--- config.mk ---
export PLATFORM = sky130hd
export DESIGN_NAME = msb_grant_scheduler
export DESIGN_NICKNAME = d
export VERILOG_FILES = /design/src/rtl/msb_grant_scheduler.sv
export SDC_FILE = /design/constraint.sdc
export NUM_CORES = 1
export LEC_CHECK = 0
export ABC_AREA = 0
export CORE_MARGIN = 2
export CORE_UTILIZATION = 40
export CTS_CLUSTER_DIAMETER = 60
export DETAILED_ROUTE_END_ITERATION = 16
export PLACE_DENSITY = 0.82
export SETUP_SLACK_MARGIN = 0.02
export SLEW_MARGIN = 40
export SYNTH_ARGS = -nofsm -noshare
export SYNTH_HDL_FRONTEND = slang
export SYNTH_SLANG_ARGS = --single-unit
--- constraint.sdc ---
create_clock -name clk -period 2.8 [get_ports clk]
set_clock_uncertainty 0.15 [all_clocks]
set_input_delay 0.56 -clock clk [delete_from_list [all_inputs] [get_ports clk]]
set_output_delay 0.56 -clock clk [all_outputs]
set_load 0.05 [all_outputs]
--- src/rtl/msb_grant_scheduler.sv ---
// Strict-priority single-resource arbiter: sticky pending requests, highest index
// granted, grant held until done or a hold timeout forces release.
module msb_grant_scheduler #(
    parameter int WIDTH    = 8,
    parameter int MAX_HOLD = 15
) (
    input  logic                     clk,
    input  logic                     reset,
    input  logic [WIDTH-1:0]         req_set,
    input  logic [WIDTH-1:0]         cancel,
    input  logic                     done,
    output logic                     gnt_valid,
    output logic [$clog2(WIDTH)-1:0] gnt_idx,
    output logic [WIDTH-1:0]         gnt_onehot,
    output logic [WIDTH-1:0]         pending,
    output logic                     timeout
);

    localparam int IDX_W     = $clog2(WIDTH);
    localparam int CNT_W_RAW = $clog2(MAX_HOLD + 1);
    localparam int CNT_W     = (CNT_W_RAW < 1) ? 1 : CNT_W_RAW;
    localparam logic [CNT_W-1:0] HOLD_LAST = CNT_W'((MAX_HOLD > 0) ? MAX_HOLD - 1 : 0);

    typedef enum logic {
        IDLE  = 1'b0,
        GRANT = 1'b1
    } state_t;

    state_t              state, state_n;
    logic [IDX_W-1:0]    idx_n;
    logic [CNT_W-1:0]    hold_cnt, cnt_n;
    logic [WIDTH-1:0]    pending_n, clr;
    logic [IDX_W-1:0]    sel;
    logic                any, expire, issue;

    // MSB priority encoder over the registered mask only.
    always_comb begin
        sel = '0;
        for (int i = 0; i < WIDTH; i++) begin
            if (pending[i]) sel = IDX_W'(i);
        end
    end

    assign any    = |pending;
    assign expire = (MAX_HOLD != 0) && (hold_cnt == HOLD_LAST) && !done;

    always_comb begin
        state_n = state;
        idx_n   = gnt_idx;
        cnt_n   = hold_cnt;
        issue   = 1'b0;
        unique case (state)
            IDLE: begin
                if (any) begin
                    issue   = 1'b1;
                    state_n = GRANT;
                end
            end
            GRANT: begin
                if (done || expire) begin
                    if (any) begin
                        issue = 1'b1;
                    end else begin
                        state_n = IDLE;
                        idx_n   = '0;
                    end
                end else if (hold_cnt != {CNT_W{1'b1}}) begin
                    cnt_n = hold_cnt + 1'b1;
                end
            end
            default: state_n = IDLE;
        endcase
        if (issue) begin
            idx_n = sel;
            cnt_n = '0;
        end
    end

    // The newly granted bit is consumed on the same edge, even if re-requested now.
    assign clr       = issue ? (WIDTH'(1) << sel) : '0;
    assign pending_n = (pending | req_set) & ~cancel & ~clr;

    always_ff @(posedge clk or posedge reset) begin
        if (reset) begin
            state    <= IDLE;
            gnt_idx  <= '0;
            hold_cnt <= '0;
            pending  <= '0;
            timeout  <= 1'b0;
        end else begin
            state    <= state_n;
            gnt_idx  <= idx_n;
            hold_cnt <= cnt_n;
            pending  <= pending_n;
            timeout  <= (state == GRANT) && expire;
        end
    end

    assign gnt_valid  = (state == GRANT);
    assign gnt_onehot = gnt_valid ? (WIDTH'(1) << gnt_idx) : '0;

endmodule

==> flow_summary.json <==
{
  "status": "complete, no violations",
  "p_leak_uw": 0.000572,
  "yosysUniqueCellTypes": 33,
  "worstSetupStartpointType": "flop",
  "r2r_end": "gnt_idx[1]",
  "timing.final.hold_violations": 0,
  "grt_usage_pct": 19.6,
  "cts_buffer_depth": 2,
  "cts_setup_buffers": 0,
  "totalWireLength_um": 2380,
  "hpwl_um": 1790,
  "multi_input_area_um2": 470,
  "crit_path_end_kind": "primary output",
  "postLayoutCellArea_um2": 1370,
  "antenna_found_initial": 0,
  "vias": 952,
  "dp.cells": 168,
  "holdBufCountCts": 0,
  "io_buffers": 39,
  "fin_crit_ns": 2.64,
  "path_class": "flop to primary output",
  "grt_pass1_vias": 883,
  "fin_nets": 166,
  "fp.dieH_um": 52.5,
  "cts_tree": "yes",
  "overflow": 0,
  "diodes": 0,
  "regArea_um2": 425,
  "cap_viol_max_count": 0,
  "cts_resized": 0,
  "drt_iter0_drc": 26,
  "tightestPinTransition_ns": 0.640,
  "drive_above_1_share_pct": 3.47,
  "post-route-drc-count": 0,
  "path_clk_slew_ns": 0.10,
  "syn_to_final_growth_pct": 45.9,
  "powerDensity_nw_per_um2": 544,
  "seq_area_frac_synth_pct": 45.3,
  "grt_pass1_wl_um": 3910,
  "dr.pass1.iters": 4,
  "syn_inst": 105,
  "ios": 40,
  "rows": 17,
  "cts_root_buffer": "clkbuf_4",
  "synth_area_um2": 940,
  "drtAntennaViolNets": 0,
  "fp.coreArea_um2": 2210,
  "dieArea_um2": 2750,
  "timing.reg2reg.setup_slack_ns": 0.87,
  "wire_per_inst_um": 13.8,
  "syn-num-nets": 126,
  "grt_max_degree": 18,
  "fin_setup_tns_ns": 0,
  "yosysWarnings": 0,
  "worstPathArrival_ns": 1.93,
  "r2r-start": "pending[5]",
  "slew_violations": 0,
  "rsz0062_at_grt": "no",
  "setup_viol": 0,
  "critPathMaxFanout": 7,
  "hold_class": "flop to flop",
  "cp.required_ns": 2.09,
  "start_util_pct": 42.5,
  "syn_avg_cell_area_um2": 8.95,
  "vias_per_cell": 5.53,
  "fin_cells": 172,
  "rr_worst_depth": 3,
  "cts_buffers": 3,
  "worstHoldStart": "gnt_idx[1]",
  "gp_congestion": 0.732,
  "clock_sinks": 17,
  "peakVddDrop_mv": 0.340,
  "fin_crit_sh_pct": 94.5,
  "placed_cell_area_um2": 1340,
  "worst_skew_pair.late_latency_ns": 0.30,
  "synth_seq_cells": 17,
  "worstHoldEndpoint": "gnt_idx[1]",
  "htree_num_levels": 1,
  "die-width_um": 52.5,
  "min_path_cells": 1,
  "fmax_mhz": 378,
  "fill_cells": 193,
  "timing.slew.headroom_pct": 57.3
}
[through the flow]
stage               setup WS [ns]  power (uW)  utilization [%]  hold WS, ns
floorplan                  0.0993         503                -        0.336
global placement            0.529         605             60.6        0.362
detailed placement          0.424         614             60.6        0.384
CTS                        0.0912         749             61.8        0.408
global route               0.0615         782             62.0        0.435
finish                      0.155         747             62.0        0.403
[cell families (layout without fill, tap and decap cells)]
kind of cell | Yosys count | after routing | synth area share, %
AOI/OAI and AO/OA | 21 | 21 | 17.4
adders and majority gates | 2 | 2 | 2.66
buffers and inverters | 9 | 48 | 4.66
DFF | 17 | 17 | 45.3
muxes | 3 | 3 | 3.33
and+or+nand+nor | 53 | 53 | 26.6
[cells in the mapped netlist]
cell / count / area [um2]
a41oi_1: 1 / 8.76
and2_1: 1 / 6.26
clkbuf_2: 1 / 5.00
or4_4: 1 / 11.3
clkbuf_1: 1 / 3.75
o41a_1: 1 / 11.3
or4_1: 1 / 7.51
a21oi_1: 3 / 15.0
nand2b_1: 3 / 18.8
a211oi_1: 5 / 37.5
nor4_1: 2 / 12.5
buf_6: 1 / 11.3
a311oi_1: 1 / 8.76
nor3_1: 8 / 40.0
o21bai_1: 1 / 7.51
a22o_1: 1 / 8.76
nand3b_1: 1 / 7.51
ha_1: 2 / 25.0
o22ai_1: 1 / 6.26
nor2_1: 22 / 82.6
buf_2: 1 / 5.00
nand3_1: 4 / 20.0
o31ai_1: 2 / 15.0
o31ai_4: 1 / 21.3
inv_1: 5 / 18.8
o21ai_0: 3 / 15.0
dfrtp_1: 17 / 425
nor3b_1: 1 / 7.51
nor2b_1: 1 / 6.26
nand2_1: 8 / 30.0
o31a_1: 1 / 8.76
mux2i_1: 2 / 20.0
mux2_1: 1 / 11.3
[per-layer routing]
layer / vias to the layer above / GRT usage, % / part of all wire [%]
met5: - / 0 / 0
met1: 439 / 23.6 / 43
met4: 0 / 9.83 / 1.9
li1: 459 / - / -
met2: 48 / 32.9 / 48
met3: 6 / 4.00 / 7.1
[sequential cells by signal, summed over array words and instances (netlist names)]
signal	count
timeout	1
hold_cnt	4
pending	8
gnt_idx	3
gnt_valid	1
[worst max-delay path, cell delays in order, from the launching register on]
cell and delay (ns):
dfrtp_1 0.51, nand2_1 0.17, nor2_1 0.14, clkdlybuf4s50_1 0.81
[worst max-delay path by stage]
stage                    from            end  cells past startpoint  slack [ns]
floorplan           gnt_valid  gnt_onehot[2]                      2         0.1
CTS                 gnt_valid  gnt_onehot[0]                      3        0.09
global route        gnt_valid  gnt_onehot[1]                      3        0.06
global placement    gnt_valid  gnt_onehot[0]                      3        0.53
detailed placement  gnt_valid  gnt_onehot[0]                      3        0.42
finish              gnt_valid  gnt_onehot[3]                      3        0.16
[final cells by class]
type	count	share of cell area, %
clock buffers	4	1.92
well taps	28	2.55
inverters	5	1.37
repair buffers	39	28.8
multi-input cells	79	34.3
flip-flops and latches	17	31.0
[power breakdown]
group | internal (uW) | switching [uW]
registers | 267 | 35.1
clock network | 55.6 | 81.4
logic | 114 | 193
[cell usage in the layout (no fill, tap or decap), types with 2 or more instances in the layout]
cell type,synthesis,layout
dlymetal6s2s_1,0,2
o21ai_0,3,3
a21oi_1,3,3
mux2i_1,2,2
a211oi_1,5,5
clkdlybuf4s50_1,0,37
nand3_1,4,4
dfrtp_1,17,17
nor2_1,22,22
nand2_1,8,8
inv_1,5,5
ha_1,2,2
nor3_1,8,8
clkbuf_4,0,3
nand2b_1,3,3
nor4_1,2,2
o31ai_1,2,2
(Power assumes the default switching activity.)
